`src/rtl/tone_pkg.sv`:
```
// Shared types, constants and helpers for the multi-channel tone generator.
package tone_pkg;

    typedef enum logic [1:0] {
        MODE_OFF    = 2'b00,
        MODE_SQUARE = 2'b01,
        MODE_PULSE  = 2'b10,
        MODE_NOISE  = 2'b11
    } mode_t;

    typedef enum logic {
        PH_LOW  = 1'b0,
        PH_HIGH = 1'b1
    } phase_t;

    localparam int unsigned       LFSR_W     = 15;
    localparam logic [LFSR_W-1:0] LFSR_SEED  = 15'h7FFF;
    localparam int unsigned       LFSR_TAP_A = 14;
    localparam int unsigned       LFSR_TAP_B = 13;

    // Wide working width for the clamp; mixer widths must not exceed it.
    localparam int unsigned SAT_W = 64;

    // Clamp a signed value into the signed range of a w-bit result.
    function automatic logic signed [SAT_W-1:0] saturate(
        input logic signed [SAT_W-1:0] x,
        input int unsigned             w
    );
        logic signed [SAT_W-1:0] hi;
        logic signed [SAT_W-1:0] lo;
        hi = (64'sd1 <<< (w - 1)) - 64'sd1;
        lo = -(64'sd1 <<< (w - 1));
        if (x > hi) begin
            return hi;
        end
        if (x < lo) begin
            return lo;
        end
        return x;
    endfunction

endpackage

```
`src/rtl/tone_channel.sv`:
```
// One tone channel: segment counter, phase, shadowed half-period and noise LFSR.
module tone_channel
    import tone_pkg::*;
#(
    parameter int unsigned PERIOD_W = 20,
    parameter int unsigned AMP_W    = 24,
    parameter int unsigned OUT_W    = 32
) (
    input  logic                       CLOCK_50,
    input  logic                       reset,
    input  logic [PERIOD_W-1:0]        half_period,
    input  logic [AMP_W-1:0]           amplitude,
    input  mode_t                      mode,
    input  logic                       sync,
    output logic signed [OUT_W-1:0]    v_c
);

    localparam int unsigned CNT_W = PERIOD_W + 2;

    logic [CNT_W-1:0]    count_q, count_d;
    phase_t              phase_q, phase_d;
    logic [PERIOD_W-1:0] ha_q, ha_d;
    logic [LFSR_W-1:0]   lfsr_q, lfsr_d;

    logic [CNT_W-1:0]    full_len;
    logic [CNT_W-1:0]    high_len;
    logic [CNT_W-1:0]    seg_len;
    logic                seg_end;
    logic signed [OUT_W-1:0] amp_s;

    // Length of the current segment from the active half-period and mode.
    always_comb begin
        full_len = CNT_W'(ha_q) + CNT_W'(1);
        high_len = full_len >> 1;
        if (high_len == '0) begin
            high_len = CNT_W'(1);
        end
        seg_len = full_len;
        if (mode == MODE_PULSE) begin
            seg_len = (phase_q == PH_HIGH) ? high_len : (full_len << 1) - high_len;
        end
        seg_end = (count_q >= seg_len - CNT_W'(1));
    end

    // Next state: off/sync restart, otherwise count and flip phase at segment end.
    always_comb begin
        count_d = count_q + CNT_W'(1);
        phase_d = phase_q;
        ha_d    = ha_q;
        lfsr_d  = lfsr_q;
        if (sync || mode == MODE_OFF) begin
            count_d = '0;
            phase_d = PH_LOW;
            ha_d    = half_period;
        end else if (seg_end) begin
            count_d = '0;
            phase_d = (phase_q == PH_HIGH) ? PH_LOW : PH_HIGH;
            if (phase_q == PH_HIGH) begin
                ha_d = half_period;
            end
            if (mode == MODE_NOISE) begin
                lfsr_d = {lfsr_q[LFSR_W-2:0], lfsr_q[LFSR_TAP_A] ^ lfsr_q[LFSR_TAP_B]};
            end
        end
    end

    // Channel state register.
    always_ff @(posedge CLOCK_50 or posedge reset) begin
        if (reset) begin
            count_q <= '0;
            phase_q <= PH_LOW;
            ha_q    <= '0;
            lfsr_q  <= LFSR_SEED;
        end else begin
            count_q <= count_d;
            phase_q <= phase_d;
            ha_q    <= ha_d;
            lfsr_q  <= lfsr_d;
        end
    end

    // Signed contribution; amplitude is zero-extended before negation.
    always_comb begin
        amp_s = $signed(OUT_W'(amplitude));
        v_c   = '0;
        case (mode)
            MODE_OFF:   v_c = '0;
            MODE_NOISE: v_c = lfsr_q[0] ? amp_s : -amp_s;
            default:    v_c = (phase_q == PH_HIGH) ? amp_s : -amp_s;
        endcase
    end

endmodule

```
`src/rtl/tone_gen_multi.sv`:
```
// Multi-channel tone generator with a saturating, registered mixer.
module tone_gen_multi
    import tone_pkg::*;
#(
    parameter int unsigned NUM_CH   = 4,
    parameter int unsigned PERIOD_W = 20,
    parameter int unsigned AMP_W    = 24,
    parameter int unsigned OUT_W    = 32
) (
    input  logic                         CLOCK_50,
    input  logic                         reset,
    input  logic [NUM_CH*PERIOD_W-1:0]   half_period,
    input  logic [NUM_CH*AMP_W-1:0]      amplitude,
    input  logic [NUM_CH*2-1:0]          mode,
    input  logic                         sync,
    output logic signed [OUT_W-1:0]      out
);

    localparam int unsigned SUM_W = OUT_W + $clog2(NUM_CH);

    logic signed [OUT_W-1:0] v_c [NUM_CH];
    logic signed [SUM_W-1:0] sum_c;
    logic signed [OUT_W-1:0] mix_c;

    for (genvar i = 0; i < NUM_CH; i++) begin : g_ch
        tone_channel #(
            .PERIOD_W (PERIOD_W),
            .AMP_W    (AMP_W),
            .OUT_W    (OUT_W)
        ) u_ch (
            .CLOCK_50    (CLOCK_50),
            .reset       (reset),
            .half_period (half_period[i*PERIOD_W +: PERIOD_W]),
            .amplitude   (amplitude[i*AMP_W +: AMP_W]),
            .mode        (mode_t'(mode[i*2 +: 2])),
            .sync        (sync),
            .v_c         (v_c[i])
        );
    end

    // Sum at widened precision, then clamp to the output range.
    always_comb begin
        sum_c = '0;
        for (int i = 0; i < NUM_CH; i++) begin
            sum_c = sum_c + SUM_W'(v_c[i]);
        end
        mix_c = OUT_W'(saturate(SAT_W'(sum_c), OUT_W));
    end

    // Output sample register.
    always_ff @(posedge CLOCK_50 or posedge reset) begin
        if (reset) begin
            out <= '0;
        end else begin
            out <= mix_c;
        end
    end

endmodule
```
`config.mk`:
```
export PLATFORM = sky130hd
export DESIGN_NAME = tone_gen_multi
export DESIGN_NICKNAME = d
export VERILOG_FILES = /design/src/rtl/tone_pkg.sv /design/src/rtl/tone_channel.sv /design/src/rtl/tone_gen_multi.sv
export SDC_FILE = /design/constraint.sdc
export NUM_CORES = 1
export LEC_CHECK = 0
export CAP_MARGIN = 15
export CORE_MARGIN = 4
export CORE_UTILIZATION = 44
export CTS_CLUSTER_DIAMETER = 120
export CTS_CLUSTER_SIZE = 40
export DETAILED_ROUTE_END_ITERATION = 16
export PLACE_DENSITY = 0.68
export SYNTH_ARGS = -nofsm -noshare
export SYNTH_HDL_FRONTEND = slang
export SYNTH_SLANG_ARGS = --single-unit
```
`constraint.sdc`:
```
create_clock -name CLOCK_50 -period 9.5 [get_ports CLOCK_50]
set_input_delay 0.95 -clock CLOCK_50 [delete_from_list [all_inputs] [get_ports CLOCK_50]]
set_output_delay 0.95 -clock CLOCK_50 [all_outputs]
set_load 0.005 [all_outputs]
```
==> out/qor.csv, run 1 <==
metric,value,unit
tns,0,ns
setup-violations-final,0,
die_w,269,um
whs,0.548,ns
hold_viol_final,0,
startpoint,amplitude[48],
synth_top_flop_cell,dfrtp_1,
fmaxAchievable,114,MHz
overflow,0,
status,completed,
dieArea,72100,sq um
timing.final.max_slew_violations,0,
critPathMaxFanout,31,
synth_area,29900,sq um
cts_tree,done,
regToRegStartpoint,g_ch[0].u_ch.ha_q[3],
endpoint,out[30],
synth_seq_area_share,22.4,%
drtIter0Drc,2232,
clk_latency,0.55,ns
ff2ff_path_depth,32,
dr.pass1.iters,5,
cts_root_buf,clkbuf_16,
rsz0062_at_grt,no,
fillers,6483,
cp.depth,27,
port_buffers,218,
p_per_area,176,nW/um^2
ys_ff_latch,264,
crit_required,9.94,ns
skew,0.0423,ns
antenna_found_initial,8,
crit_top_cell,or3_1,
synthDistinctLibCells,78,
fin_crit,8.78,ns
grt_pass1_vias,25400,
critPathBufInv,4,
r2r_setup_slack,0.90,ns
initial_core_util,44.4,%
wirelength,86400,um
path_class,primary input to register,
start_kind,primary input,
grt_first_pass_wirelength,138000,um
vias,27900,
area_growth,11.9,%
path_delay_family,simple AND/OR/NAND/NOR gates,
worst_pin_slew,1.09,ns
syn_inst,3697,
cts_resized,0,
hold_buffers,0,
r2r_end,g_ch[0].u_ch.ha_q[19],
slowest_delay,0.51,ns
fin_nets,4277,
drive_above_1_share,7.94,%
synthesis.nets,4178,
grt_max_degree,83,
slew_headroom,27.4,%
ir_drop,0.436,mV
fin_crit_sh,92.4,%
wl_per_cell,18.5,um
rows,95,
cts_buffer_depth,3,
htreeDepth,1,
viasPerCell,5.95,
gp_congestion,0.935,
dp_cells,4653,
hp-class,register to register,
drcViolationCount,0,
crit_path_end_kind,register,
clk_pin_slew_worst_paths,0.13,ns
grt_usage,23.1,%
synth_edf_count,0,
yosys_warnings,0,
avgSynthCellArea,8.08,sq um
finalPower,5880,uW
cts.sinks,264,
cp_data_arrival_time,9.22,ns
maxCapViolCount,0,
final_antenna_net_count,0,
ys_async_sr_fraction,100,%
io_pins,219,
cts_inserted_buffers,14,
cp_slowest_cell,fa_1,
final_cells,4680,
dp_hpwl,67400,um
core_area,67300,sq um
p_leak,0.0143,uW
post_cts_buffers,0,
die_h,269,um
==> worst min-delay path by stage <==
stage	start	endpoint	slack, ns	depth (start not counted)
floorplan	g_ch[1].u_ch.count_q[0]	g_ch[1].u_ch.count_q[0]	0.47	1
global placement	g_ch[1].u_ch.count_q[0]	g_ch[1].u_ch.count_q[0]	0.53	1
detailed placement	g_ch[1].u_ch.count_q[0]	g_ch[1].u_ch.count_q[0]	0.51	1
CTS	g_ch[1].u_ch.count_q[0]	g_ch[1].u_ch.count_q[0]	0.54	1
global route	g_ch[1].u_ch.count_q[0]	g_ch[1].u_ch.count_q[0]	0.58	1
finish	g_ch[1].u_ch.count_q[0]	g_ch[1].u_ch.count_q[0]	0.55	1
==> where the power goes <==
| group | switching [uW] | internal (uW) | leakage [uW] |
|---|---|---|---|
| clock network | 468 | 327 | 0.000256 |
| registers | 140 | 1270 | 0.00318 |
| logic | 2050 | 1630 | 0.0109 |
| total | 2660 | 3230 | 0.0143 |
==> Yosys cell counts, drive strengths merged, types with 77 or more instances <==
| cell | instances | share of area [%] |
|---|---|---|
| a21oi | 295 | 4.9 |
| nor2 | 291 | 3.7 |
| nand2 | 244 | 3.1 |
| ha | 225 | 9.4 |
| nand3 | 209 | 3.5 |
| dfrtp | 204 | 17 |
| inv | 179 | 2.2 |
| xor2 | 169 | 5.0 |
| clkbuf | 162 | 2.0 |
| xnor2 | 153 | 4.5 |
| o21ai | 136 | 2.3 |
| a21o | 130 | 3.3 |
| mux2 | 112 | 4.2 |
| and3 | 92 | 1.9 |
| nand2b | 91 | 1.9 |
| or3 | 91 | 2.2 |
| nor3 | 83 | 1.4 |
| a311oi | 77 | 2.3 |
==> layout by cell type, fill, tap and decap left out, types with 15 or more instances in the layout <==
| cell type | netlist | layout |
|---|---|---|
| o22ai_1 | 25 | 25 |
| o31ai_1 | 33 | 32 |
| and4_1 | 23 | 23 |
| nand2_1 | 244 | 244 |
| o21a_1 | 27 | 27 |
| a21oi_1 | 295 | 295 |
| a21o_1 | 130 | 130 |
| buf_4 | 1 | 49 |
| nor4_1 | 40 | 40 |
| nand4_1 | 71 | 71 |
| xnor2_1 | 153 | 153 |
| dfrtp_1 | 204 | 204 |
| inv_1 | 179 | 178 |
| and2_1 | 28 | 28 |
| or3_4 | 18 | 18 |
| nor3_1 | 83 | 83 |
| clkdlybuf4s50_1 | 0 | 218 |
| nand2b_1 | 91 | 91 |
| or3_1 | 73 | 73 |
| a311oi_1 | 77 | 77 |
| a211oi_1 | 29 | 29 |
| and3_1 | 92 | 92 |
| o21ai_0 | 130 | 126 |
| o21bai_1 | 21 | 21 |
| or2_2 | 15 | 15 |
| fa_1 | 69 | 69 |
| nand3_1 | 209 | 209 |
| a22oi_1 | 21 | 21 |
| ha_1 | 225 | 225 |
| o211ai_1 | 63 | 63 |
| clkbuf_16 | 0 | 15 |
| dfstp_2 | 60 | 60 |
| nor2_1 | 291 | 290 |
| a31oi_1 | 38 | 38 |
| mux2_2 | 112 | 112 |
| mux2i_1 | 16 | 16 |
| xor2_1 | 169 | 169 |
| nor2b_1 | 20 | 20 |
==> sequential cells by signal, indices dropped and copies added, names as in the netlist <==
register	count
g_ch.u_ch.ha_q	80
g_ch.u_ch.count_q	88
g_ch.u_ch.phase_q	4
out	32
g_ch.u_ch.lfsr_q	60
==> kinds of logic (layout without fill, tap and decap cells) <==
family                     count (synthesis)  count (layout)  synth area share (%)
DFF                                      264             264                  22.4
adders and majority gates                294             294                  14.1
other                                      0               3                     0
muxes                                    128             128                  4.76
xor gates and xnor gates                 322             322                  9.44
buffers and inverters                    366             473                  4.64
and+or+nand+nor                         1336            1336                  23.0
AOI/OAI and AO/OA                        987             987                  21.7
==> per-layer routing <==
metal  vias up  GRT usage, %  part of all wire [%]
met5         -             0                 0.082
met4        10          4.28                   2.0
met3        77          3.26                   6.1
met2       746          36.8                    45
met1     13300          33.8                    47
li1      13700             -                     -
==> area by class of cell <==
class / count / area, sq um / area share (%)
antenna: 3 / 7.51 / 0.0225
clock buffer: 16 / 379 / 1.13
clock inverter: 8 / 165 / 0.494
inverter: 181 / 687 / 2.05
multi-input combinational: 3067 / 21800 / 65.4
sequential: 264 / 6680 / 20.0
tap: 873 / 1090 / 3.27
timing repair buffer: 268 / 2570 / 7.69
==> per-stage QoR <==
step	worst slack (ns)	cell area [sq um]	util (%)
4_1_cts	0.803	33400	49.7
3_5_place_dp	0.224	32900	48.9
3_3_place_gp	0.375	32900	48.9
5_1_grt	0.186	33400	49.7
2_1_floorplan	1.18	29900	-
6_report	0.719	33400	49.7
Power figures use the tool's default switching activity.
==> run 2, diff against run 1 <==
Settings changed: CAP_MARGIN 15 to 20, GPL_TIMING_DRIVEN set to 0.
==> run 2 against run 1 <==
Net effect: via count grew 2.0%; global-route usage increased by 0.90 points; die area unchanged; first-iteration DRC count grew 13%; worst setup slack worse by 0.36 ns; sequential share of layout area fell by 0.21 points; routed wire length rose by 3.2%; largest cell class unchanged.
==> out/qor.csv, run 2 (synthesized netlist as in run 1, its figures left out) <==
metric,value,unit,change
status,completed,,
p_comb_share,63.8,%,+1.3 points
cp_slowest_cell,fa_1,,
die_w,269,um,unchanged
crit_top_cell,or3_1,,
grt_usage,24.0,%,+0.90 points
layout_common_cells,"a21oi_1, nor2_1, nand2_1",,
grt_pass1_vias,26600,,+4.9%
timing.final.max_slew_violations,0,,unchanged
grt_first_pass_wirelength,143000,um,+4.0%
critPathMaxFanout,10,,-68%
hp-class,register to register,,
crit_path_end_kind,register,,
clk_latency,0.56,ns,about the same
ir_drop,0.304,mV,-30%
io_pins,219,,unchanged
cp_data_arrival_time,9.58,ns,+0.36 ns
hold_buffers,0,,unchanged
cts_tree,done,,
start_kind,primary input,,
dr.pass1.iters,6,,+1
final_antenna_net_count,0,,unchanged
grtUsageMet3,3.15,%,-0.11 points
core_area,67300,sq um,unchanged
use_met2,39.2,%,+2.4 points
slew_headroom,26.8,%,-0.58 points
wirelength,89100,um,+3.2%
p_per_area,177,nW/um^2,+0.45%
clk_pin_slew_worst_paths,0.13,ns,about the same
whs,0.517,ns,-0.0305 ns
crit_required,9.94,ns,about the same
drive_above_1_share,6.85,%,-1.1 points
hold_viol_final,0,,unchanged
path_class,primary input to register,,
cts_buffer_depth,3,,unchanged
rows,95,,unchanged
layout_commonest_cell,a21oi_1,,
ff2ff_path_depth,33,,+3.1%
internal_power,3250,uW,+0.62%
area_growth,13.1,%,
htreeDepth,1,,unchanged
grt_max_degree,106,,+28%
fin_nets,4412,,+3.2%
vias,28400,,+2.0%
top_regs,"g_ch.u_ch.count_q (88), g_ch.u_ch.ha_q (80), g_ch.u_ch.lfsr_q (60)",,
initial_core_util,44.4,%,unchanged
viasPerCell,5.90,,-0.82%
skew,0.0518,ns,+0.00944 ns
die_h,269,um,unchanged
top_usage_layer,met2,,
drtIter0Drc,2529,,+13%
setup-violations-final,0,,unchanged
worst_pin_slew,1.09,ns,-0.00101 ns
fin_util,50.2,%,+0.52 points
gp_congestion,0.949,,+1.5%
fmaxAchievable,109,MHz,-3.9%
largest_register_ff_count,88,,unchanged
overflow,0,,unchanged
cts_inserted_buffers,15,,+1
drcViolationCount,0,,unchanged
rsz0062_at_grt,no,,
wl_per_cell,18.5,um,+0.33%
antenna_found_initial,4,,-4
p_sw,2720,uW,+2.6%
p_leak,0.0144,uW,+0.38%
cts_root_buf,clkbuf_16,,
p_clk_share,13.7,%,+0.2 points
top_register,g_ch.u_ch.count_q,,
met1_usage,34.2,%,+0.48 points
hold_depth,1,,unchanged
dieArea,72100,sq um,unchanged
fin_crit,9.14,ns,+0.360 ns
fin_crit_sh,96.2,%,+3.8 points
slowest_delay,0.58,ns,+0.07 ns
cts.sinks,264,,unchanged
power_frac_seq,22.5,%,-1.5 points
dp_hpwl,71800,um,+6.5%
maxCapViolCount,0,,unchanged
port_buffers,213,,-2.3%
swShare,45.6,%,+0.47 points
[run 2: changes by cell type in the layout (fill, tap and decap cells not counted), moves of 3 or more]
cell             previous run  this run
clkbuf_1                    1       153
buf_1                       0        15
clkdlybuf4s50_1           218       213
buf_2                       0         8
o21ai_0                   126       129
clkbuf_2                    0         9
a21boi_2                    3         0
buf_4                      49         2
[run 2: through the flow]
stage / setup WS (ns) / std cells / area [sq um] / power [uW] / setup TNS (ns)
2_1_floorplan: 1.18 / 3697 / 29900 / 4040 / 0
3_3_place_gp: -2.50 / 4783 / 33100 / 5070 / -515.04
3_5_place_dp: -0.756 / 4786 / 33200 / 5080 / -20.52
4_1_cts: 0.0448 / 4811 / 33700 / 5960 / 0
5_1_grt: 0.0128 / 4813 / 33800 / 6490 / 0
6_report: 0.359 / 4815 / 33800 / 5970 / 0
[run 2: area by class of cell]
type / count / area, sq um
inverters: 181 / 687
flip-flops and latches: 264 / 6680
clock inverters: 10 / 180
clock buffers: 15 / 375
repair buffers: 217 / 2200
well taps: 873 / 1090
fillers: 6437 / 33500
diodes: 3 / 7.51
plain buffers: 185 / 718
multi-input cells: 3067 / 21800
[run 2: worst max-delay path, delay by kind of cell]
family                     cells  cell delay, ns
AOI/OAI and AO/OA              8            2.41
adders and majority gates      4            1.61
buffers and inverters          4            0.97
and+or+nand+nor               11            3.65
[run 2: path summary, 6_finish.rpt]
check                                     endpoint  slack (ns)                    start
max                                        out[30]        0.36            amplitude[48]
min in group asynchronous    g_ch[3].u_ch.ha_q[13]        0.80                    reset
min                        g_ch[1].u_ch.count_q[0]        0.52  g_ch[1].u_ch.count_q[0]
max in group asynchronous    g_ch[2].u_ch.ha_q[13]        7.26                    reset
max reg2reg                  g_ch[0].u_ch.ha_q[17]        0.59     g_ch[0].u_ch.ha_q[0]
min reg2reg                g_ch[1].u_ch.count_q[0]        0.52  g_ch[1].u_ch.count_q[0]
[run 2: power groups by stage]
stage          clock (uW)  combinational [uW]  sequential [uW]
5_1_grt               885                4250             1360
3_3_place_gp            0                3710             1360
4_1_cts               853                3770             1340
2_1_floorplan           0                2690             1350
6_report              817                3810             1340
3_5_place_dp            0                3720             1360
[run 2: repair_timing]
action,4_1_cts,5_1_grt
setup buffers,0,1
pin swaps,0,1
resized for setup,2,24
setup endpoints to repair,30,81
[run 2: metal layers]
layer	vias up	share of wire (%)
met4	4	2.1
li1	14000	-
met1	13500	47
met3	98	5.8
met2	847	45
met5	-	0.036
